===== config.mk =====
export PLATFORM = sky130hd
export DESIGN_NAME = menu_select_ctrl
export DESIGN_NICKNAME = d
export VERILOG_FILES = /design/src/rtl/menu_pkg.sv /design/src/rtl/menu_debounce.sv /design/src/rtl/menu_select_ctrl.sv
export SDC_FILE = /design/constraint.sdc
export NUM_CORES = 1
export LEC_CHECK = 0
export CORE_MARGIN = 2
export CORE_UTILIZATION = 35
export CTS_BUF_LIST = sky130_fd_sc_hd__clkbuf_8
export CTS_CLUSTER_SIZE = 16
export DETAILED_ROUTE_END_ITERATION = 8
export PLACE_DENSITY = 0.66
export SLEW_MARGIN = 10
export SYNTH_ARGS = -nofsm -noshare
export SYNTH_HDL_FRONTEND = slang
export SYNTH_SLANG_ARGS = --single-unit

===== constraint.sdc =====
create_clock -name clock -period 1.7 [get_ports clock]
set_input_delay 0.255 -clock clock [delete_from_list [all_inputs] [get_ports clock]]
set_output_delay 0.255 -clock clock [all_outputs]
set_load 0.05 [all_outputs]

===== src/rtl/menu_pkg.sv =====
// Shared constants, state encodings and navigation rules for the main-menu control stage.
package menu_pkg;

  localparam int unsigned SEL_W   = 3;
  localparam int unsigned META_W  = 26;
  localparam int unsigned MD_W    = 29;
  localparam int unsigned SEL_MSB = 28;
  localparam int unsigned SEL_LSB = 26;
  localparam int unsigned BTN_N   = 5;

  localparam int unsigned BTN_UP    = 0;
  localparam int unsigned BTN_DOWN  = 1;
  localparam int unsigned BTN_LEFT  = 2;
  localparam int unsigned BTN_RIGHT = 3;
  localparam int unsigned BTN_ENTER = 4;

  localparam logic [SEL_W-1:0] OPT_PLAY1P  = 3'd0;
  localparam logic [SEL_W-1:0] OPT_PLAYEND = 3'd1;
  localparam logic [SEL_W-1:0] OPT_PLAY2P  = 3'd2;
  localparam logic [SEL_W-1:0] OPT_TOP1P   = 3'd3;
  localparam logic [SEL_W-1:0] OPT_TOPEND  = 3'd4;

  typedef enum logic [1:0] {
    MENU   = 2'd0,
    LAUNCH = 2'd1,
    RUN    = 2'd2
  } menu_state_e;

  typedef enum logic [2:0] {
    NAV_NONE  = 3'd0,
    NAV_UP    = 3'd1,
    NAV_DOWN  = 3'd2,
    NAV_LEFT  = 3'd3,
    NAV_RIGHT = 3'd4
  } nav_e;

  // Word handed to the VGA processor: cursor index above the pass-through bits.
  typedef struct packed {
    logic [SEL_W-1:0]  sel;
    logic [META_W-1:0] meta;
  } menu_meta_t;

  // Cursor move on the 3+2 option grid; columns wrap vertically, horizontal moves clamp.
  function automatic logic [SEL_W-1:0] nav_step(input logic [SEL_W-1:0] cur, input nav_e dir);
    logic [SEL_W-1:0] nxt;
    nxt = cur;
    case (dir)
      NAV_UP: begin
        case (cur)
          OPT_PLAY1P:  nxt = OPT_PLAY2P;
          OPT_PLAYEND: nxt = OPT_PLAY1P;
          OPT_PLAY2P:  nxt = OPT_PLAYEND;
          OPT_TOP1P:   nxt = OPT_TOPEND;
          OPT_TOPEND:  nxt = OPT_TOP1P;
          default:     nxt = OPT_PLAY1P;
        endcase
      end
      NAV_DOWN: begin
        case (cur)
          OPT_PLAY1P:  nxt = OPT_PLAYEND;
          OPT_PLAYEND: nxt = OPT_PLAY2P;
          OPT_PLAY2P:  nxt = OPT_PLAY1P;
          OPT_TOP1P:   nxt = OPT_TOPEND;
          OPT_TOPEND:  nxt = OPT_TOP1P;
          default:     nxt = OPT_PLAY1P;
        endcase
      end
      NAV_LEFT: begin
        case (cur)
          OPT_TOP1P:  nxt = OPT_PLAY1P;
          OPT_TOPEND: nxt = OPT_PLAYEND;
          default:    nxt = cur;
        endcase
      end
      NAV_RIGHT: begin
        case (cur)
          OPT_PLAY1P:  nxt = OPT_TOP1P;
          OPT_PLAYEND: nxt = OPT_TOPEND;
          OPT_PLAY2P:  nxt = OPT_TOPEND;
          default:     nxt = cur;
        endcase
      end
      default: nxt = cur;
    endcase
    return nxt;
  endfunction

endpackage


===== src/rtl/menu_debounce.sv =====
// One button: 2-FF synchroniser, stability counter, and a single-cycle press pulse.
module menu_debounce #(
  parameter int unsigned DEBOUNCE_CYCLES = 500000,
  parameter int unsigned CNT_W           = 20
) (
  input  logic clock,
  input  logic resetn,
  input  logic raw,
  output logic press
);

  localparam logic [CNT_W-1:0] CNT_LAST = CNT_W'(DEBOUNCE_CYCLES - 1);

  logic [1:0]       sync;
  logic [CNT_W-1:0] cnt;
  logic             stable;
  logic             stable_prev;

  always_ff @(posedge clock or negedge resetn) begin
    if (!resetn) begin
      sync        <= 2'b00;
      cnt         <= '0;
      stable      <= 1'b0;
      stable_prev <= 1'b0;
      press       <= 1'b0;
    end else begin
      sync        <= {sync[0], raw};
      stable_prev <= stable;
      press       <= stable & ~stable_prev;
      // Accept a new level only after it has differed for DEBOUNCE_CYCLES cycles in a row.
      if (sync[1] != stable) begin
        if (cnt == CNT_LAST) begin
          stable <= sync[1];
          cnt    <= '0;
        end else begin
          cnt <= cnt + CNT_W'(1);
        end
      end else begin
        cnt <= '0;
      end
    end
  end

endmodule


===== src/rtl/menu_select_ctrl.sv =====
// Main-menu cursor navigation and game-launch handshake feeding the menu VGA processor.
module menu_select_ctrl
  import menu_pkg::*;
#(
  parameter int unsigned DEBOUNCE_CYCLES = 500000,
  parameter int unsigned CNT_W           = 20
) (
  input  logic              clock,
  input  logic              resetn,
  input  logic              btn_up,
  input  logic              btn_down,
  input  logic              btn_left,
  input  logic              btn_right,
  input  logic              btn_enter,
  input  logic [META_W-1:0] meta_in,
  input  logic              game_done,
  output logic [MD_W-1:0]   metadata,
  output logic              mode_valid,
  output logic [SEL_W-1:0]  mode_sel,
  output logic              locked
);

  logic [BTN_N-1:0] raw;
  logic [BTN_N-1:0] press;

  assign raw = {btn_enter, btn_right, btn_left, btn_down, btn_up};

  for (genvar b = 0; b < BTN_N; b++) begin : g_btn
    menu_debounce #(
      .DEBOUNCE_CYCLES(DEBOUNCE_CYCLES),
      .CNT_W          (CNT_W)
    ) u_debounce (
      .clock (clock),
      .resetn(resetn),
      .raw   (raw[b]),
      .press (press[b])
    );
  end

  menu_state_e      state;
  menu_state_e      state_next;
  logic [SEL_W-1:0] sel;
  logic [SEL_W-1:0] sel_next;
  logic             mode_valid_next;
  logic [SEL_W-1:0] mode_sel_next;
  logic             locked_next;
  nav_e             dir;
  menu_meta_t       meta_q;

  assign metadata = meta_q;

  // Fixed priority among navigation presses; ENTER outranks all of them in the FSM.
  always_comb begin
    dir = NAV_NONE;
    if (press[BTN_UP])         dir = NAV_UP;
    else if (press[BTN_DOWN])  dir = NAV_DOWN;
    else if (press[BTN_LEFT])  dir = NAV_LEFT;
    else if (press[BTN_RIGHT]) dir = NAV_RIGHT;
  end

  always_comb begin
    state_next      = state;
    sel_next        = sel;
    mode_valid_next = 1'b0;
    mode_sel_next   = mode_sel;
    locked_next     = 1'b0;
    case (state)
      MENU: begin
        if (press[BTN_ENTER]) state_next = LAUNCH;
        else                  sel_next   = nav_step(sel, dir);
      end
      LAUNCH:  state_next = RUN;
      RUN:     if (game_done) state_next = MENU;
      default: state_next = MENU;
    endcase
    // Scrub an upset cursor back to the first option.
    if (sel_next > OPT_TOPEND) sel_next = OPT_PLAY1P;
    mode_valid_next = (state_next == LAUNCH);
    if (mode_valid_next) mode_sel_next = sel_next;
    locked_next = (state_next == RUN);
  end

  always_ff @(posedge clock or negedge resetn) begin
    if (!resetn) begin
      state      <= MENU;
      sel        <= OPT_PLAY1P;
      meta_q     <= '0;
      mode_valid <= 1'b0;
      mode_sel   <= '0;
      locked     <= 1'b0;
    end else begin
      state       <= state_next;
      sel         <= sel_next;
      meta_q.sel  <= sel;
      meta_q.meta <= meta_in;
      mode_valid  <= mode_valid_next;
      mode_sel    <= mode_sel_next;
      locked      <= locked_next;
    end
  end

endmodule

==> implementation parameters, run 1 <==
Parameter                              Value

Power and ir drop
  PD cells    around 800 nW/um2
  Clock network fraction of design power    0.396
  Part of the power in registers    0.533
  Switching power    1.955 mW
  Internal    approximately 5.6 mW
  Maximum vdd ir drop    between 0.7 and 0.8 mV
  Static Leakage    approximately 4.1 nW
  Fraction of power consumed by combinational cells    0.072
  Power after layout    7.532 mW
  Switching Fraction    0.2595

Clock network
  Clock tree from TritonCTS    yes
  CTS H-tree depth    4
  Max Buffers Root-to-Sink    2
  Clock sink count    164
  Clock root cell    clkbuf_8
  Clock slew seen by the registers of the worst setup and hold paths    100 ps
  Clock buffer count from CTS    17
  Clock latency of the later-clocked register in the worst-skew pair    460 ps

Hold path
  Number of cells traversed by the worst hold path    1
  Class of the tightest hold or removal check    in -> reg

GRT
  Sum of overflow across all layers after global routing    0
  Antenna violations before repair    1
  Largest net degree at the start of global routing    47
  GRT Total Usage    0.1346
  Vias in the first global route    4830
  Global-route wire length before repair    22310 um

Floorplanning
  Starting density of the core    0.3567
  Core footprint    19460 um2
  Number of placement rows    51
  Die ar.    roughly 21000 um2
  # IOs    68
  Die Height    144.8 um
  Die X-Extent    144.8 um

Place
  Port Buf Inserts    67
  Routability congestion estimate    0.7934
  Pre-CTS WS    -109.2 ps
  Detailed-placement wirelength estimate    around 9100 um

Timing
  Fin. Hold Viols    0
  Maximum clock skew at final layout    9.407 ps
  Setup repair after global routing missed its margin    yes
  Worst setup margin    -8.600 ps
  Clock period minus worst slack    between 1500 and 2000 ps
  Worst slew margin    0.6778
  Maximum clock rate    585.3 MHz
  Transition time at the pin with the least slew margin    485.3 ps
  Share of the clock period used by the worst path    1.005
  Setup violators final    1
  Max Slew Vio Count    0

Yosys
  Syn_area_per_cell    11.00 um2
  Yosys Warn Count    0
  Top cell type's share of synthesized area    0.5911
  Top cells by area in the synthesized netlist    dfrtp_1, xnor2_1, nor2_1
  #FFs+latches synth    164
  Primary FF master, synth    dfrtp_1
  Sequential share of the synthesized area    0.5911
  Count of different cell masters after synthesis    46
  Async SR Flop Fraction    1.000
  Biggest area consumer among synthesized cells    dfrtp_1
  Number of synthesized flops with an enable pin    0
  Number of cells produced by synthesis    631
  Synthesized cell area    6943 um2
  Post-synth net total    670

Run status
  Violated checks    negative setup slack
  Outcome    complete, but fails checks

Finish
  Filler cell count    1752
  Fraction of the core area covered by cells at the end of the flow    0.4842
  Multi-input gate area in the final layout    3054 um2
  Final net count    between 800 and 900
  Ratio of cells with drive above 1 in the final layout    0.3069
  Storage element area    4109 um2
  Ant. Diodes    0
  Layout-stage area growth over the synthesis result    35.74%

Setup path
  Cells on worst reg2reg path    6
  CP Data Arrival Time    2060 ps
  Type of destination of the critical path    flip-flop
  Setup CP Type    reg -> reg
  Crit-path max FO    3
  Data required time at the worst endpoint    2050 ps
  CP startpoint kind    flip-flop

Detailed routing
  Iter 0 DRT Violations    186
  Via count    4929
  Routed vias/inst    between 4 and 5
  Drt pass-1 iters    4
  WL/cell    between 10 and 15 um
  Count of nets left with antenna violations after detail routing    0
  Drt drc    0
  Overall routed net length    roughly 13000 um

Job
  Max_cap viols    0
## cells in the final DEF, fill, tap and decap left out, types with 4 or more instances in the layout
master | synthesis | routed
nor4_1 | 13 | 4
nand3_2 | 1 | 4
nor3_1 | 19 | 11
nor3_4 | 0 | 6
nand4_1 | 25 | 25
nor3_2 | 5 | 7
nor2_2 | 2 | 17
xnor2_1 | 55 | 54
buf_6 | 4 | 6
inv_1 | 20 | 20
inv_6 | 0 | 5
dfrtp_1 | 164 | 160
nor4_2 | 0 | 6
buf_4 | 3 | 109
nand2_1 | 31 | 30
xor2_1 | 42 | 42
buf_12 | 0 | 7
and3_1 | 7 | 7
clkdlybuf4s50_1 | 0 | 32
clkbuf_8 | 0 | 17
nor2b_1 | 6 | 6
nor4b_2 | 1 | 4
nor2_1 | 127 | 103
nand3_1 | 34 | 30
nor2_4 | 0 | 9
mux2_2 | 9 | 7
dfrtp_2 | 0 | 4
## synthesized netlist by cell type (2+ instances only)
cell,n
xnor2_1,55
nor3_2,5
nand2_1,31
and2_1,3
nand4_1,25
and4_1,2
nor4b_1,7
buf_6,4
and3_1,7
or2_1,3
inv_1,20
nor3_1,19
o21ai_0,4
nand3b_1,3
or3_1,4
nand2b_1,2
nand3_1,34
nor4_1,13
buf_2,8
mux2_2,9
nor2_1,127
nor2_2,2
or2_2,4
o31ai_1,2
nor3b_1,2
buf_4,3
xor2_1,42
nor2b_1,6
ha_1,5
dfrtp_1,164
## registers in the layout, indices dropped and copies added, names as in the netlist
register                      flops
mode_valid                        1
metadata                         29
g_btn.u_debounce.stable_prev      5
sel                               3
g_btn.u_debounce.sync            10
mode_sel                          3
g_btn.u_debounce.stable           5
g_btn.u_debounce.press            5
g_btn.u_debounce.cnt            100
state                             2
locked                            1
## per-layer routing
| metal | vias up | part of all wire | global-route usage |
|---|---|---|---|
| met5 | - | 0 | 0 |
| met4 | 0 | 0.015 | 0.04752 |
| met3 | 15 | 0.042 | 0.03916 |
| met2 | 79 | 0.47 | 0.2080 |
| met1 | 2389 | 0.47 | 0.1812 |
| li1 | 2446 | - | - |
## logic make-up (layout without fill, tap and decap cells)
logic type | count (synthesis) | after routing | share of synthesized area
xor+xnor | 97 | 97 | 0.1224
simple gates | 303 | 303 | 0.2161
compound gates | 18 | 18 | 0.02055
fa+ha+maj | 5 | 5 | 0.009011
buf+inv | 35 | 212 | 0.02631
flops | 164 | 164 | 0.5911
mux | 9 | 9 | 0.01460
## area by class of cell
| class | instances | share of cell area |
|---|---|---|
| clock inverter | 15 | 0.02031 |
| sequential | 164 | 0.4360 |
| inverter | 20 | 0.007966 |
| clock buffer | 17 | 0.02483 |
| multi-input combinational | 432 | 0.3241 |
| timing repair buffer | 160 | 0.1516 |
| tap | 265 | 0.03518 |
## power groups by stage
stage | registers [mW] | logic [mW] | clock network, mW
final | 4.01 | 0.541 | 2.98
after global routing | 4.02 | 0.590 | 3.27
after CTS | 4.01 | 0.507 | 3.09
after detailed placement | 4.09 | 0.504 | 0
after global placement | 4.09 | 0.500 | 0
after floorplan | 4.20 | 0.100 | 0
## what timing repair did
action	CTS	global route
setup endpoints to repair	64	92
pin swaps	2	29
resized for setup	11	95
hold buffers	1	0
cloned	0	4
hold endpoints to repair	49	0
buffers inserted	1	10
## worst paths after layout
| path | from | to | slack [ps] |
|---|---|---|---|
| worst max-delay path | g_btn[3].u_debounce.cnt[1]$_DFF_PN0_ | g_btn[3].u_debounce.stable$_DFFE_PN0P_ | -9 |
| worst max register to register | g_btn[3].u_debounce.cnt[1]$_DFF_PN0_ | g_btn[3].u_debounce.stable$_DFFE_PN0P_ | -9 |
| worst min register to register | g_btn[0].u_debounce.sync[0]$_DFF_PN0_ | g_btn[0].u_debounce.sync[1]$_DFF_PN0_ | 350 |
| max in group asynchronous | resetn | g_btn[3].u_debounce.cnt[2]$_DFF_PN0_ | 880 |
| worst min-delay path | meta_in[9] | metadata[9]$_DFF_PN0_ | 220 |
| min in group asynchronous | resetn | g_btn[4].u_debounce.sync[1]$_DFF_PN0_ | 250 |
## critical path, stage by stage, from the launching register on
cell and delay [ps]:
dfrtp_1 380, ha_2 180, nand4_1 170, buf_4 190, nor4_4 230, buf_4 160
mux2_4 280
## per-stage QoR
step / hold slack [ps] / setup TNS (ps) / cell area [um2] / cells
finish: 222.2 / -8.600 / 9424 / 1073
global route: 181.7 / -2496 / 9424 / 1073
CTS: 185.7 / 0 / 8919 / 1060
detailed placement: 183.4 / -3758 / 8432 / 1026
global placement: 191.9 / -1232 / 8432 / 1026
floorplan: -40.59 / 0 / 6943 / 631
No activity file was read; power rests on OpenSTA's default activity.
==> run 2, diff against run 1 <==
--- a/config.mk
+++ b/config.mk
@@ -11,6 +11,7 @@
 export CTS_CLUSTER_SIZE = 16
 export DETAILED_ROUTE_END_ITERATION = 8
 export PLACE_DENSITY = 0.66
+export REMOVE_ABC_BUFFERS = 1
 export SLEW_MARGIN = 10
 export SYNTH_ARGS = -nofsm -noshare
 export SYNTH_HDL_FRONTEND = slang
==> run 2 against run 1 <==
The flow still finishes with violations (negative setup slack). Global-route usage rose by 0.22 points. Core utilization fell by 1.1 points. Design area fell by 2.3%. Fmax rose by 0.30%. Register-to-register slack barely moved. Combinational power fell by 4%. Via count fell by 0.83%. Cell count rose by 0.84%. Clock power fell by 10%. Total power fell by 4.2%. Critical path type unchanged. Largest cell class unchanged.
==> implementation parameters, run 2 (synthesis gave the netlist of run 1 again) <==
Parameter                              Value

GRT
  M3 GR Usage    0.03685
  Met1 layer usage reported by global route    0.1872
  Antenna violations before repair    0
  GR Util met2    0.2061
  GR peak layer    met2
  Vias in the first global route    between 4000 and 5000
  Largest net degree at the start of global routing    38
  Sum of overflow across all layers after global routing    0
  GRT Total Usage    0.1368
  Global-route wire length before repair    22490 um

Place
  Detailed-placement wirelength estimate    approximately 9000 um
  Port Buf Inserts    67
  Post-Place Cells    between 1000 and 1500
  Pre-CTS WS    -102.6 ps
  Routability congestion estimate    approximately 0.82

Clock network
  Clock latency of the later-clocked register in the worst-skew pair    460 ps
  Clock buffer count from CTS    17
  Max Buffers Root-to-Sink    2
  Clock tree from TritonCTS    yes
  Clock sink count    164
  CTS H-tree depth    4
  Clock root cell    clkbuf_8
  Clock slew seen by the registers of the worst setup and hold paths    90 ps

Floorplanning
  Die X-Extent    144.8 um
  Number of placement rows    51
  Die ar.    20980 um2
  Starting density of the core    0.3567
  Die Height    144.8 um
  Core footprint    between 15000 and 20000 um2
  # IOs    between 60 and 70

Timing
  Setup repair after global routing missed its margin    yes
  Clock period minus worst slack    ~1700 ps
  Smallest hold slack    roughly 220 ps
  Worst setup margin    -3.531 ps
  Setup violators final    1
  Max Slew Vio Count    0
  Fin. Hold Viols    0
  Share of the clock period used by the worst path    1.002
  Transition time at the pin with the least slew margin    368.8 ps
  Worst slew margin    0.7541
  Maximum clock skew at final layout    13.33 ps
  Setup TNS Final    -3.531 ps
  Maximum clock rate    587.0 MHz

Setup path
  CP Data Arrival Time    2060 ps
  Worst reg2reg endpoint    g_btn[1].u_debounce.stable$_DFFE_PN0P_
  Chain of cells forming the critical path    nand2_2 > or3_4 > nor4_4 > buf_4 > mux2_4
  Crit-path max FO    2
  Setup CP Type    reg -> reg
  Type of destination of the critical path    flip-flop
  Register-to-register setup slack    -4 ps
  WP buf/inv    1
  CP startpoint kind    flip-flop
  Data required time at the worst endpoint    2060 ps
  Start of the worst register-to-register path    g_btn[1].u_debounce.cnt[15]$_DFF_PN0_
  Cells on worst reg2reg path    5
  Delay-heaviest family, CP    simple AND/OR/NAND/NOR gates
  Maximum single-stage delay on the critical path    410 ps
  Slowest library cell on the worst path    or3_4

Detailed routing
  Via count    4888
  Routed vias/inst    4.518
  Overall routed net length    ~13000 um
  Iter 0 DRT Violations    243
  Drt pass-1 iters    4
  WL/cell    12.27 um
  Count of nets left with antenna violations after detail routing    0
  Drt drc    0

Hold path
  Hold Path End    metadata[2]$_DFF_PN0_
  Hold_sp    meta_in[2]
  Class of the tightest hold or removal check    in -> reg
  Number of cells traversed by the worst hold path    1

Job
  Max_cap viols    0

Power and ir drop
  PD cells    ~780 nW/um2
  Maximum vdd ir drop    between 0.5 and 0.6 mV
  Static Leakage    4.079 nW
  Power after layout    7.213 mW

Finish
  Commonest non-fill, non-tap cells in the layout    dfrtp_1, buf_4, nor2_1, xnor2_1, xor2_1
  Flip-flop count of the largest register after layout    100
  Ratio of cells with drive above 1 in the final layout    0.2840
  Biggest register    g_btn.u_debounce.cnt
  Ant. Diodes    0
  Non-filler instance count after layout    1082
  Most common cell after layout, fill and taps aside    dfrtp_1
  Final net count    approximately 840
  Layout-stage area growth over the synthesis result    32.62%

Run status
  Outcome    complete, but fails checks
  Violated checks    negative setup slack
[run 2: how the worst max path moves through the flow]
stage	slack, ps	end	startpoint	depth (start not counted)
floorplan	-80	g_btn[3].u_debounce.cnt[10]$_DFF_PN0_	g_btn[3].u_debounce.cnt[12]$_DFF_PN0_	5
global placement	-90	g_btn[1].u_debounce.stable$_DFFE_PN0P_	g_btn[1].u_debounce.cnt[10]$_DFF_PN0_	5
detailed placement	-100	mode_sel[2]$_DFFE_PN0P_	g_btn[1].u_debounce.press$_DFF_PN0_	5
CTS	0.9	g_btn[0].u_debounce.cnt[9]$_DFF_PN0_	g_btn[0].u_debounce.cnt[14]$_DFF_PN0_	5
global route	-90	g_btn[1].u_debounce.stable$_DFFE_PN0P_	g_btn[1].u_debounce.cnt[15]$_DFF_PN0_	5
finish	-4	g_btn[1].u_debounce.stable$_DFFE_PN0P_	g_btn[1].u_debounce.cnt[15]$_DFF_PN0_	5
[run 2: report_power, final]
group / total [mW] / switching (mW) / internal (mW)
registers: 4.01 / 0.0387 / 3.97
logic: 0.522 / 0.300 / 0.222
clock network: 2.68 / 1.47 / 1.21
[run 2: worst register-to-register path, stage by stage (launching register included)]
cell and delay [ps]:
dfrtp_1 380, nand2_2 70, or3_4 410, nor4_4 290, buf_4 160, mux2_4 290
[run 2: cell type report]
| cell class | instances | area [um2] |
|---|---|---|
| Fill cell | 1737 | 10250 |
| Sequential cell | 164 | 4110 |
| Multi-Input combinational cell | 432 | 2867 |
| Timing Repair Buffer | 170 | 1451 |
| Tap cell | 265 | 331.6 |
| Clock buffer | 18 | 247.7 |
| Clock inverter | 13 | 125.1 |
| Inverter | 20 | 75.07 |
[run 2: timing repair]
action                     CTS  global route
resized for setup           11            48
setup endpoints to repair   52            97
hold endpoints to repair    29             0
pin swaps                    2            16
cloned                       0             3
setup buffers                0            11
hold buffers                 1             0
[run 2: per-stage QoR]
stage	cell area (um2)	util
after floorplan	6835	-
after detailed placement	8477	0.4356
final	9208	0.4731
after global routing	9208	0.4731
after global placement	8477	0.4356
after CTS	8915	0.4581
[run 2: routing by layer]
layer	part of all wire	vias to the layer above
met5	0	-
met4	0.016	0
met3	0.039	14
met2	0.46	72
met1	0.48	2336
li1	-	2466
==> run 3, diff against run 2 <==
--- a/config.mk
+++ b/config.mk
@@ -12,7 +12,7 @@
 export DETAILED_ROUTE_END_ITERATION = 8
 export PLACE_DENSITY = 0.66
 export REMOVE_ABC_BUFFERS = 1
-export SLEW_MARGIN = 10
+export SLEW_MARGIN = 0
 export SYNTH_ARGS = -nofsm -noshare
 export SYNTH_HDL_FRONTEND = slang
 export SYNTH_SLANG_ARGS = --single-unit
==> results of run 3 <==
Final layout, timing and power as in run 2 (identical DEF).
